File: config.mk
export PLATFORM = sky130hd
export DESIGN_NAME = bank_stream_loader_flat
export DESIGN_NICKNAME = d
export VERILOG_FILES = /design/src/rtl/bank_stream_loader_if.sv /design/src/rtl/bank_stream_loader.sv /design/src/flat_wrapper.sv
export SDC_FILE = /design/constraint.sdc
export NUM_CORES = 1
export LEC_CHECK = 0
export CORE_ASPECT_RATIO = 0.5
export CORE_UTILIZATION = 35
export CTS_CLUSTER_SIZE = 12
export DETAILED_ROUTE_END_ITERATION = 10
export MAX_ROUTING_LAYER = met4
export PLACE_DENSITY_LB_ADDON = 0.2
export SYNTH_ARGS = -nofsm -noshare
export SYNTH_HDL_FRONTEND = slang
export SYNTH_SLANG_ARGS = --single-unit
File: constraint.sdc
create_clock -name clk -period 2.62 [get_ports clk]
set_input_delay 0.262 -clock clk [delete_from_list [all_inputs] [get_ports clk]]
set_output_delay 0.262 -clock clk [all_outputs]
set_load 0.005 [all_outputs]
File: src/rtl/bank_stream_loader_if.sv
// ---------------------------------------------------------------------------
// bank_stream_loader_if
// Groups the byte-stream handshake and the shared bank write port of the
// bank stream loader.
//   in_valid / in_data / in_ready : byte stream from the SPI receive path
//   bank_csen                     : one-hot bank chip enable
//   wrenb / addr_b / data_b       : write strobe, address and data shared by all banks
// Modports:
//   master : the loader (consumes the stream, drives the bank write port)
//   slave  : the surroundings (stream source and banks)
// ---------------------------------------------------------------------------
interface bank_stream_loader_if #(
   parameter int unsigned ADDR_WIDTH = 13,
   parameter int unsigned DATA_WIDTH = 8,
   parameter int unsigned NUM_BANKS  = 8
);
   logic                  in_valid;
   logic [DATA_WIDTH-1:0] in_data;
   logic                  in_ready;
   logic [NUM_BANKS-1:0]  bank_csen;
   logic                  wrenb;
   logic [ADDR_WIDTH-1:0] addr_b;
   logic [DATA_WIDTH-1:0] data_b;

   modport master (
      input  in_valid,
      input  in_data,
      output in_ready,
      output bank_csen,
      output wrenb,
      output addr_b,
      output data_b
   );

   modport slave (
      output in_valid,
      output in_data,
      input  in_ready,
      input  bank_csen,
      input  wrenb,
      input  addr_b,
      input  data_b
   );
endinterface

File: src/rtl/bank_stream_loader.sv
// ---------------------------------------------------------------------------
// bank_stream_loader
// Fills the accelerator data-memory banks from a byte stream. Byte k of a load
// is written to bank (k mod NUM_BANKS) at address (k / NUM_BANKS). A load of
// words_per_bank words per bank is requested with a one-cycle start pulse;
// completion is reported with a one-cycle done pulse (plus err when the
// request is out of range).
// Ports:
//   clk, rst        : clock, synchronous active-high reset
//   start           : load request, sampled only while idle
//   words_per_bank  : words to write into each bank, sampled with start
//   bus (master)    : byte stream in, shared bank write port out
//   busy            : a load is in progress
//   done            : one-cycle completion pulse
//   err             : one-cycle reject pulse, coincident with done
// All outputs are registered.
// ---------------------------------------------------------------------------
module bank_stream_loader #(
   parameter int unsigned ADDR_WIDTH     = 13,
   parameter int unsigned DATA_WIDTH     = 8,
   parameter int unsigned NUM_BANKS      = 8,
   parameter int unsigned BANK_SEL_WIDTH = 3,
   parameter int unsigned BANK_DEPTH     = 1024
) (
   input  logic                  clk,
   input  logic                  rst,
   input  logic                  start,
   input  logic [ADDR_WIDTH-1:0] words_per_bank,
   bank_stream_loader_if.master  bus,
   output logic                  busy,
   output logic                  done,
   output logic                  err
);

   // Byte counter must hold words_per_bank * NUM_BANKS.
   localparam int unsigned TOT_W = ADDR_WIDTH + BANK_SEL_WIDTH;

   localparam logic [ADDR_WIDTH-1:0]     DEPTH_LIM = ADDR_WIDTH'(BANK_DEPTH);
   localparam logic [BANK_SEL_WIDTH-1:0] LAST_BANK = BANK_SEL_WIDTH'(NUM_BANKS - 1);
   localparam logic [TOT_W-1:0]          TOT_ONE   = TOT_W'(1);

   typedef enum logic {
      IDLE = 1'b0,
      LOAD = 1'b1
   } state_t;

   state_t                    state;
   logic [TOT_W-1:0]          total;
   logic [TOT_W-1:0]          count;
   logic [BANK_SEL_WIDTH-1:0] bank_idx;
   logic [ADDR_WIDTH-1:0]     word_addr;
   logic                      accept_c;

   // A byte is consumed when offered while the loader is ready.
   assign accept_c = bus.in_valid & bus.in_ready;

   // Load sequencer, counters and registered write port.
   always_ff @(posedge clk) begin
      if (rst) begin
         state         <= IDLE;
         total         <= '0;
         count         <= '0;
         bank_idx      <= '0;
         word_addr     <= '0;
         bus.in_ready  <= 1'b0;
         bus.bank_csen <= '0;
         bus.wrenb     <= 1'b0;
         bus.addr_b    <= '0;
         bus.data_b    <= '0;
         busy          <= 1'b0;
         done          <= 1'b0;
         err           <= 1'b0;
      end else begin
         // Strobes are single-cycle; addr_b/data_b keep their last value.
         bus.wrenb     <= 1'b0;
         bus.bank_csen <= '0;
         done          <= 1'b0;
         err           <= 1'b0;

         case (state)
            IDLE: begin
               // busy drops one cycle after the final write of a load.
               busy <= 1'b0;
               if (start) begin
                  if (words_per_bank == '0) begin
                     done <= 1'b1;
                  end else if (words_per_bank > DEPTH_LIM) begin
                     done <= 1'b1;
                     err  <= 1'b1;
                  end else begin
                     // NUM_BANKS is a power of two, so the product is a shift.
                     total        <= TOT_W'(words_per_bank) << BANK_SEL_WIDTH;
                     count        <= '0;
                     bank_idx     <= '0;
                     word_addr    <= '0;
                     bus.in_ready <= 1'b1;
                     busy         <= 1'b1;
                     state        <= LOAD;
                  end
               end
            end

            LOAD: begin
               if (accept_c) begin
                  bus.wrenb     <= 1'b1;
                  bus.bank_csen <= NUM_BANKS'(1) << bank_idx;
                  bus.addr_b    <= word_addr;
                  bus.data_b    <= DATA_WIDTH'(bus.in_data);
                  bank_idx      <= bank_idx + BANK_SEL_WIDTH'(1);
                  if (bank_idx == LAST_BANK) begin
                     word_addr <= word_addr + ADDR_WIDTH'(1);
                  end
                  count <= count + TOT_ONE;
                  // Final byte: done lines up with the write it produces.
                  if (count == total - TOT_ONE) begin
                     done         <= 1'b1;
                     bus.in_ready <= 1'b0;
                     state        <= IDLE;
                  end
               end
            end

            default: begin
               bus.in_ready <= 1'b0;
               state        <= IDLE;
            end
         endcase
      end
   end

endmodule

File: src/flat_wrapper.sv
// flat-port wrapper written by rule: the top's interface ports become plain ports
module bank_stream_loader_flat 
#(
   parameter int unsigned ADDR_WIDTH     = 13,
   parameter int unsigned DATA_WIDTH     = 8,
   parameter int unsigned NUM_BANKS      = 8,
   parameter int unsigned BANK_SEL_WIDTH = 3,
   parameter int unsigned BANK_DEPTH     = 1024
)
  (clk, rst, start, words_per_bank, busy, done, err, bus_in_valid, bus_in_data, bus_in_ready, bus_bank_csen, bus_wrenb, bus_addr_b, bus_data_b);
  bank_stream_loader_if #(.ADDR_WIDTH(ADDR_WIDTH), .DATA_WIDTH(DATA_WIDTH), .NUM_BANKS(NUM_BANKS)) bus_i ();
  input  logic clk;
  input  logic rst;
  input  logic start;
  input  logic [ADDR_WIDTH-1:0] words_per_bank;
  output logic busy;
  output logic done;
  output logic err;
  input wire logic [$bits(bus_i.in_valid)-1:0] bus_in_valid;
  input wire logic [$bits(bus_i.in_data)-1:0] bus_in_data;
  output wire logic [$bits(bus_i.in_ready)-1:0] bus_in_ready;
  output wire logic [$bits(bus_i.bank_csen)-1:0] bus_bank_csen;
  output wire logic [$bits(bus_i.wrenb)-1:0] bus_wrenb;
  output wire logic [$bits(bus_i.addr_b)-1:0] bus_addr_b;
  output wire logic [$bits(bus_i.data_b)-1:0] bus_data_b;
  assign bus_i.in_valid = bus_in_valid;
  assign bus_i.in_data = bus_in_data;
  assign bus_in_ready = bus_i.in_ready;
  assign bus_bank_csen = bus_i.bank_csen;
  assign bus_wrenb = bus_i.wrenb;
  assign bus_addr_b = bus_i.addr_b;
  assign bus_data_b = bus_i.data_b;
  bank_stream_loader #(.ADDR_WIDTH(ADDR_WIDTH), .DATA_WIDTH(DATA_WIDTH), .NUM_BANKS(NUM_BANKS), .BANK_SEL_WIDTH(BANK_SEL_WIDTH), .BANK_DEPTH(BANK_DEPTH)) u_core (.clk(clk), .rst(rst), .start(start), .words_per_bank(words_per_bank), .bus(bus_i), .busy(busy), .done(done), .err(err));
endmodule
Word-level counts from Yosys, hierarchy flattened
Index checks and enable logic that the tools add are counted.

$add $sub $neg: 4. Order comparisons: 1. Equal/unequal tests: 8. Shifts and indexed selects: 1. Mux-type cells: 35. Bitwise logic cells: 6. Reductions and logical operators: 9.

Operators with widths (count): two-way mux 13 bit (5); two-way mux 16 bit (4); case mux 16 bit (2 select lines) (1); case mux 13 bit (2 select lines) (1); adder 16 x 1 -> 16 bit (second input constant) (1); equality test 16 bit (1); two-way mux 1 bit (16); subtractor 16 x 1 -> 16 bit (second input constant) (1); adder 13 x 1 -> 13 bit (second input constant) (1); > comparator 13 x 11 -> 1 bit (second input constant) (1); zero test 13 bit (1); two-way mux 3 bit (4); inequality test 2 bit (second input constant) (6); AND reduction 5 bit (2); AND reduction 4 bit (2); left shift 1 x 3 -> 8 bit (first input constant) (1); case mux 1 bit (2 select lines) (3); case mux 3 bit (2 select lines) (1); NOT 1 bit (5); OR reduction 4 bit (1); adder 3 x 1 -> 3 bit (second input constant) (1); equality test 3 bit (second input constant) (1); OR reduction 3 bit (1); AND reduction 2 bit (1); other kinds (2) (2).

Register bits after elaboration: 80. Input port bits: 25. Output and inout bits: 34. Word-level logic and storage cells: 77.

Depth between registers and ports, before layout
Gate-level depths: netlist of run 1.

Depth after elaboration: 5. Gate-level depth with buffers: 10. Depth with buffers taken out: 8.

Worst setup path before layout of run 1
OpenSTA, ideal clock, no wires.

Path type: reg2reg. Start point: register u_core.total[3]. End point: register u_core.state. Arrival time: 2.451 ns. Slack: 0.053 ns. Stages on the path, launching flop included: 11. Buffers on the path: 2. Period minus slack after synthesis: 2.567 ns. Cell sequence: dfxtp_1 clkbuf_1 inv_1 ha_1 buf_2 xnor2_1 a221oi_1 a41oi_1 or4_1 or4_4 o211a_1.

Longest elaborated chain between the ends: 5.

RTL lines: start: declaration (line bank_stream_loader.sv:48) `logic [TOT_W-1:0] total;`; start signal: assignment (line bank_stream_loader.sv:92) `total <= TOT_W'(words_per_bank) << BANK_SEL_WIDTH;`; subtractor 16 x 1 -> 16 bit (line bank_stream_loader.sv:115) `if (count == total - TOT_ONE) begin`; equality test 16 bit (line bank_stream_loader.sv:115); two-way mux 1 bit (line bank_stream_loader.sv:115); two-way mux 1 bit (line bank_stream_loader.sv:104) `if (accept_c) begin`; case mux 1 bit (2 select lines) (line bank_stream_loader.sv:80) `case (state)`; end signal: assignment (line bank_stream_loader.sv:98) `state <= LOAD;`; end signal: assignment (line bank_stream_loader.sv:118) `state <= IDLE;`; end signal: assignment (line bank_stream_loader.sv:125) `state <= IDLE;`; end: declaration (line bank_stream_loader.sv:47) `state_t state;`.

No other way between the ends. A chain may end at the register's enable or synchronous reset.

Final worst setup path of run 1
Start point: register u_core.total[4]. End point: register u_core.state.

Same word-level chain as after synthesis.

==> impl_metrics.py, run 1 <==
metrics = {
    "outcome": {
        "status": "finished, final reports clean",
    },
    "synth": {
        "synth.cell_area_mm2": 0.00356,
        "netlist.area_leader.share_pct": 44.9,
        "synth_nets": 461,
        "syn_area_per_cell_um2": 8.33,
        "seq_area_frac_synth_pct": 44.9,
        "ys_top_cells_by_area": "dfxtp_1, nand2_1, xor2_1, a21oi_1, nor2_1",
        "synth_top_cell_by_area": "dfxtp_1",
        "yosys_warnings": 0,
        "synth.distinct_cells": 47,
        "syn_inst": 428,
        "ys_ff_latch": 80,
    },
    "sta": {
        "rsz0062_at_grt": "no",
        "fin_crit_sh_pct": 93.9,
        "fin_ws_ns": 0.159,
        "fin_skew_ns": 0.00612,
        "tightest_slew_ns": 0.883,
        "min_period_ns": 2.46,
        "drv_slew": 0,
        "max_freq_ghz": 0.406,
        "max_slew_margin_pct": 40.9,
        "hold_viol_final": 0,
        "finalSetupViolations": 0,
    },
    "cells_and_area": {
        "postLayoutCellArea_mm2": 0.00469,
        "drive_above_1_share_pct": 8.23,
        "final_nets": 526,
        "synthToLayoutAreaGrowth_pct": 31.5,
        "antenna_cells": 0,
        "postLayoutCoreUtil_pct": 48.5,
    },
    "floorplan": {
        "boundaryPins": 59,
        "die_y_um": 73.4,
        "die_w_um": 145,
        "core_area_mm2": 0.00967,
        "dieArea_mm2": 0.0106,
        "rows": 25,
        "initial_core_util_pct": 36.9,
    },
    "route": {
        "ant_nets": 0,
        "drt_iter0_drc": 134,
        "avgRoutedWirePerCell_um": 13.0,
        "dr.pass1.iters": 4,
        "drc": 0,
        "routed_wl_mm": 8.24,
        "vias": 3143,
        "vias_per_cell": 4.97,
    },
    "critical_path": {
        "critPathArrivalTime_ns": 2.69,
        "critPathMaxStageDelay_ns": 0.56,
        "endpoint_kind": "flip-flop",
        "cp_max_fo": 9,
        "worst-setup-path-type": "flip-flop to flip-flop",
        "path_cells": "inv_1 -> ha_2 -> or4b_1 -> or3_4 -> a21oi_2 -> a31oi_1 -> or4_4 -> o211a_1",
        "cp.required_ns": 2.85,
        "crit_path_start_kind": "flip-flop",
        "crit_slowest_cell": "or4_4",
    },
    "placement": {
        "numPortBuffers": 58,
        "dp_slack_ns": -0.00890,
        "place_congestion": 0.895,
        "hpwl_mm": 5.81,
        "place_area_mm2": 0.00437,
    },
    "power_and_ir_drop": {
        "powerDensity_mw_per_mm2": 579,
        "leakagePower_nw": 1.71,
        "vdd_drop_max_v": 0.000311,
    },
    "clock_network": {
        "htreeDepth": 3,
        "cts.clk_slew.worst_paths_ns": 0.06,
        "root_buffer": "clkbuf_16",
        "clk_path_buf_depth": 2,
        "cts_buffers": 9,
        "cts_setup_buffers": 0,
        "tritoncts": "yes",
        "clock-sinks": 80,
        "worst_skew_pair.late_latency_ns": 0.34,
    },
    "grt": {
        "grt-ovfl-total": 0,
        "first_global_vias": 2809,
        "antenna_found_initial": 0,
        "track_usage_pct": 17.3,
        "grt_max_degree": 34,
        "grt_pass1_wl_mm": 13.7,
    },
    "flow_run": {
        "max-cap-violations": 0,
    },
    "min_path": {
        "min_path_type": "flip-flop to flip-flop",
    },
}
## cells in the final DEF (no fill, tap or decap), types with 2 or more instances in the layout
| cell | Yosys | routed |
|---|---|---|
| a211oi_1 | 2 | 2 |
| a21oi_1 | 40 | 40 |
| a21oi_2 | 2 | 2 |
| a22oi_1 | 4 | 4 |
| a31oi_1 | 2 | 2 |
| and2_1 | 7 | 7 |
| and3_1 | 12 | 12 |
| buf_4 | 0 | 16 |
| clkbuf_16 | 0 | 9 |
| clkdlybuf4s50_1 | 0 | 58 |
| clkinvlp_4 | 0 | 2 |
| dfxtp_1 | 80 | 80 |
| ha_1 | 8 | 7 |
| inv_1 | 8 | 8 |
| inv_6 | 0 | 2 |
| nand2_1 | 69 | 69 |
| nand2b_1 | 3 | 3 |
| nand3_1 | 16 | 16 |
| nand3b_1 | 2 | 2 |
| nand4_1 | 15 | 15 |
| nor2_1 | 42 | 42 |
| nor3_1 | 6 | 6 |
| nor4_1 | 6 | 6 |
| o21ai_0 | 15 | 15 |
| or3_1 | 4 | 4 |
| or4_1 | 2 | 2 |
| or4_4 | 2 | 2 |
| or4b_1 | 2 | 2 |
| xnor2_1 | 12 | 12 |
| xor2_1 | 27 | 27 |
## area by class of cell
| type | instances | area, um2 |
|---|---|---|
| Fill cell | 935 | 4980 |
| Multi-Input combinational cell | 319 | 1850 |
| Sequential cell | 80 | 1600 |
| Timing Repair Buffer | 75 | 721 |
| Clock buffer | 10 | 239 |
| Tap cell | 135 | 169 |
| Clock inverter | 6 | 73.8 |
| Inverter | 8 | 30.0 |
## where the power goes
| group | switching, mW | internal [mW] |
|---|---|---|
| sequential | 0.00754 | 1.22 |
| combinational | 0.0887 | 0.0854 |
| clock | 0.532 | 0.777 |
## worst max-delay path, delay by kind of cell, from the launching register on
family	cells	cell delay, ns
buffers and inverters	1	0.07
AO/OA/AOI/OAI	3	0.33
flip-flops	1	0.32
AND/OR/NAND/NOR	3	1.36
adder cells (fa/ha/maj)	1	0.28
## state kept, by name, summed over array words and instances, names as in the netlist
register	cells
u_core.busy	1
u_core.state	1
u_core.bus.addr_b	13
u_core.bus.bank_csen	8
u_core.done	1
u_core.total	13
u_core.bank_idx	3
u_core.bus.wrenb	1
u_core.word_addr	13
u_core.err	1
u_core.count	16
u_core.bus.data_b	8
u_core.bus.in_ready	1
## kinds of logic (layout without fill, tap and decap cells)
kind of cell	Yosys count	count (layout)	synth area share [%]
and+or+nand+nor	192	192	26.0
AOI/OAI and AO/OA	79	79	13.2
xor gates and xnor gates	39	39	9.58
adders and majority gates	8	8	2.81
DFF	80	80	44.9
muxes	1	1	0.281
buffers and inverters	29	99	3.16
## synth_stat cells (all sizes together)
library cell	count
nand2	69
nor2	42
nor2b	1
o41ai	1
or3	5
a41o	1
o31ai	1
xnor2	12
inv	8
a41oi	1
o21ba	2
o311ai	1
a311oi	1
a221oi	1
or4b	2
o211a	1
and4	1
nand3	16
o22ai	1
a21oi	42
and2	7
mux2i	1
dfxtp	80
nor4	6
a31oi	2
nand3b	2
nor3	6
nand2b	3
buf	4
nand4	15
a22oi	4
and3	12
ha	8
o21ai	17
or4	4
nand4b	1
xor2	27
o2111ai	1
clkbuf	17
a211oi	2
## worst paths after layout
path	start	endpoint	slack, ns	depth (start not counted)
worst max-delay path	u_core.total[4]	u_core.state	0.16	8
worst max register to register	u_core.total[4]	u_core.state	0.16	8
worst min-delay path	u_core.bus.addr_b[8]	u_core.bus.addr_b[8]	0.45	2
worst min register to register	u_core.bus.addr_b[8]	u_core.bus.addr_b[8]	0.45	2
## through the flow
| stage | cells | power, mW | hold WS (ns) | TNS (ns) |
|---|---|---|---|---|
| CTS | 633 | 2.74 | 0.455 | 0 |
| global route | 633 | 2.81 | 0.467 | 0 |
| detailed placement | 617 | 1.43 | 0.447 | -0.0175 |
| floorplan | 428 | 1.34 | 0.398 | 0 |
| finish | 633 | 2.71 | 0.452 | 0 |
| global placement | 617 | 1.43 | 0.443 | 0 |
## routing by layer
layer  vias up  GRT usage [%]  share of wire, %  wire [um]
li1       1620              -                 -          -
met5         -              -                 0          0
met4         0           6.32               1.3        105
met3        11           4.95               3.9        323
met1      1450           22.3                52       4280
met2        62           25.6                43       3530
## what timing repair did
item / CTS / global route
hold endpoints to repair: 0 / 0
gates resized for setup: 0 / 1
endpoints found under the setup margin: 0 / 2
hold buffers: 0 / 0
Power figures use the tool's default switching activity.
==> run 2: changes to the inputs <==
--- a/config.mk
+++ b/config.mk
@@ -9,8 +9,10 @@
 export CORE_UTILIZATION = 35
 export CTS_CLUSTER_SIZE = 12
 export DETAILED_ROUTE_END_ITERATION = 10
+export GPL_TIMING_DRIVEN = 0
 export MAX_ROUTING_LAYER = met4
 export PLACE_DENSITY_LB_ADDON = 0.2
+export SLEW_MARGIN = 20
 export SYNTH_ARGS = -nofsm -noshare
 export SYNTH_HDL_FRONTEND = slang
 export SYNTH_SLANG_ARGS = --single-unit
==> impl_metrics.py, run 2 (synthesis gave the netlist of run 1 again) <==
metrics = {
    "cells_and_area": {
        "postLayoutCellArea_mm2": 0.00465,
        "final_nets": 530,
        "largest_register_ffs": 16,
        "layout_common_cells": "dfxtp_1, nand2_1, clkdlybuf4s50_1",
        "synthToLayoutAreaGrowth_pct": 30.4,
        "antenna_cells": 0,
        "final_common_cell": "dfxtp_1",
        "regMostFlops": "u_core.count",
        "drive_above_1_share_pct": 7.57,
    },
    "critical_path": {
        "crit_slowest_cell": "or4_4",
        "critPathArrivalTime_ns": 2.77,
        "endpoint_kind": "flip-flop",
        "worst-setup-path-type": "flip-flop to flip-flop",
        "rr_worst_depth": 9,
        "critPathLaunch": "u_core.total[3]",
        "timing.rr.end": "u_core.state",
        "crit_path_start_kind": "flip-flop",
        "worst_path_most_repeated_cell": "or4_4",
        "cp.required_ns": 2.86,
        "path_cells": "inv_1 -> ha_1 -> buf_4 -> o21ba_1 -> a221oi_1 -> a41oi_1 -> or4_4 -> or4_4 -> o211a_1",
        "cp_max_fo": 9,
        "critPathMaxStageDelay_ns": 0.57,
        "worstSetupEndpoint": "u_core.state",
        "reg2reg_slack_ns": 0.08,
        "rr_startpoint": "u_core.total[3]",
    },
    "clock_network": {
        "tritoncts": "yes",
        "worst_skew_pair.late_latency_ns": 0.34,
        "cts_buffers": 9,
        "clock-sinks": 80,
        "cts.clk_slew.worst_paths_ns": 0.06,
        "htreeDepth": 3,
        "clk_path_buf_depth": 2,
        "root_buffer": "clkbuf_16",
    },
    "sta": {
        "max_freq_ghz": 0.394,
        "hold_ws_ns": 0.454,
        "fin_crit_sh_pct": 96.9,
        "min_period_ns": 2.54,
        "hold_viol_final": 0,
        "drv_slew": 0,
        "fin_ws_ns": 0.0821,
        "finalSetupViolations": 0,
        "rsz0062_at_grt": "no",
        "tightest_slew_ns": 0.615,
        "max_slew_margin_pct": 59.0,
        "fin_skew_ns": 0.00822,
    },
    "route": {
        "vias_per_cell": 4.98,
        "top_layer_used": "met4",
        "vias": 3173,
        "wirelength_met1_mm": 4.38,
        "avgRoutedWirePerCell_um": 13.4,
        "ant_nets": 0,
        "met3_wirelength_um": 376,
        "dr.pass1.iters": 5,
        "routed_wl_mm": 8.54,
        "drt_iter0_drc": 143,
        "wl_met2_mm": 3.67,
        "drc": 0,
    },
    "power_and_ir_drop": {
        "powerDensity_mw_per_mm2": 561,
        "net-switching-power_uw": 631,
        "p_int_mw": 1.98,
        "swShare_pct": 24.2,
        "p_clk_share_pct": 46.3,
        "seqPwrFrac_pct": 47.2,
        "vdd_drop_max_v": 0.000270,
        "power_frac_comb_pct": 6.6,
        "leakagePower_nw": 1.66,
    },
    "outcome": {
        "status": "finished, final reports clean",
    },
    "floorplan": {
        "die_w_um": 145,
        "die_y_um": 73.4,
        "boundaryPins": 59,
        "rows": 25,
        "dieArea_mm2": 0.0106,
        "core_area_mm2": 0.00967,
        "initial_core_util_pct": 36.9,
    },
    "grt": {
        "first_global_vias": 2822,
        "antenna_found_initial": 0,
        "grt_max_degree": 16,
        "track_usage_pct": 17.8,
        "grt_pass1_wl_mm": 13.9,
        "grt-ovfl-total": 0,
    },
    "placement": {
        "place_area_mm2": 0.00431,
        "dp_slack_ns": -0.616,
        "place_congestion": 0.802,
        "hpwl_mm": 6.20,
        "numPortBuffers": 58,
    },
    "min_path": {
        "min_path_type": "flip-flop to flip-flop",
    },
    "flow_run": {
        "max-cap-violations": 0,
    },
}
-- run 2: worst min-delay path by stage --
stage / from / end / slack (ns) / cells past startpoint
CTS: bus_in_data[5] / u_core.bus.data_b[5] / 0.45 / 3
global placement: u_core.bus.addr_b[6] / u_core.bus.addr_b[6] / 0.44 / 2
finish: u_core.bus.data_b[1] / u_core.bus.data_b[1] / 0.45 / 2
detailed placement: u_core.bus.data_b[1] / u_core.bus.data_b[1] / 0.45 / 2
floorplan: bus_in_data[0] / u_core.bus.data_b[0] / 0.40 / 2
global route: bus_in_data[5] / u_core.bus.data_b[5] / 0.47 / 3
-- run 2: critical path: cells and delay by family (launching register included) --
kind            cells  cell delay (ns)
fa+ha+maj           1             0.18
flops               1             0.38
simple gates        2             1.01
compound gates      4             0.64
buf+inv             2             0.21
-- run 2: cell type report --
type / count / area [um2]
multi-input cells: 319 / 1880
plain buffers: 20 / 85.1
inverters: 8 / 30.0
clock inverters: 6 / 51.3
fillers: 982 / 5020
clock buffers: 10 / 239
well taps: 135 / 169
flip-flops and latches: 80 / 1610
repair buffers: 59 / 588
-- run 2: power by group through the flow --
stage	Sequential, mW	Clock, mW	Combinational [mW]
3_3_place_gp	1.26	0	0.167
2_1_floorplan	1.26	0	0.0880
5_1_grt	1.23	1.28	0.189
6_report	1.23	1.21	0.171
4_1_cts	1.23	1.23	0.169
3_5_place_dp	1.26	0	0.166
-- run 2: per-layer routing --
layer / up-vias / global-route usage (%)
met5: - / -
met4: 0 / 6.32
met3: 13 / 4.82
met2: 56 / 25.9
met1: 1479 / 23.8
li1: 1625 / -
-- run 2: metrics by stage --
| stage | util [%] | total power [mW] | std cells | TNS [ns] |
|---|---|---|---|---|
| 3_3_place_gp | 44.6 | 1.42 | 621 | -14.27 |
| 6_report | 48.1 | 2.61 | 637 | 0 |
| 4_1_cts | 47.9 | 2.63 | 636 | 0 |
| 3_5_place_dp | 44.6 | 1.42 | 621 | -14.03 |
| 5_1_grt | 48.1 | 2.70 | 637 | 0 |
| 2_1_floorplan | - | 1.34 | 428 | 0 |
-- run 2: timing repair --
item / CTS / global route
resized for setup: 7 / 10
endpoints found under the setup margin: 27 / 35
pin swaps: 0 / 1
hold buffers: 0 / 0
buffers inserted: 0 / 1
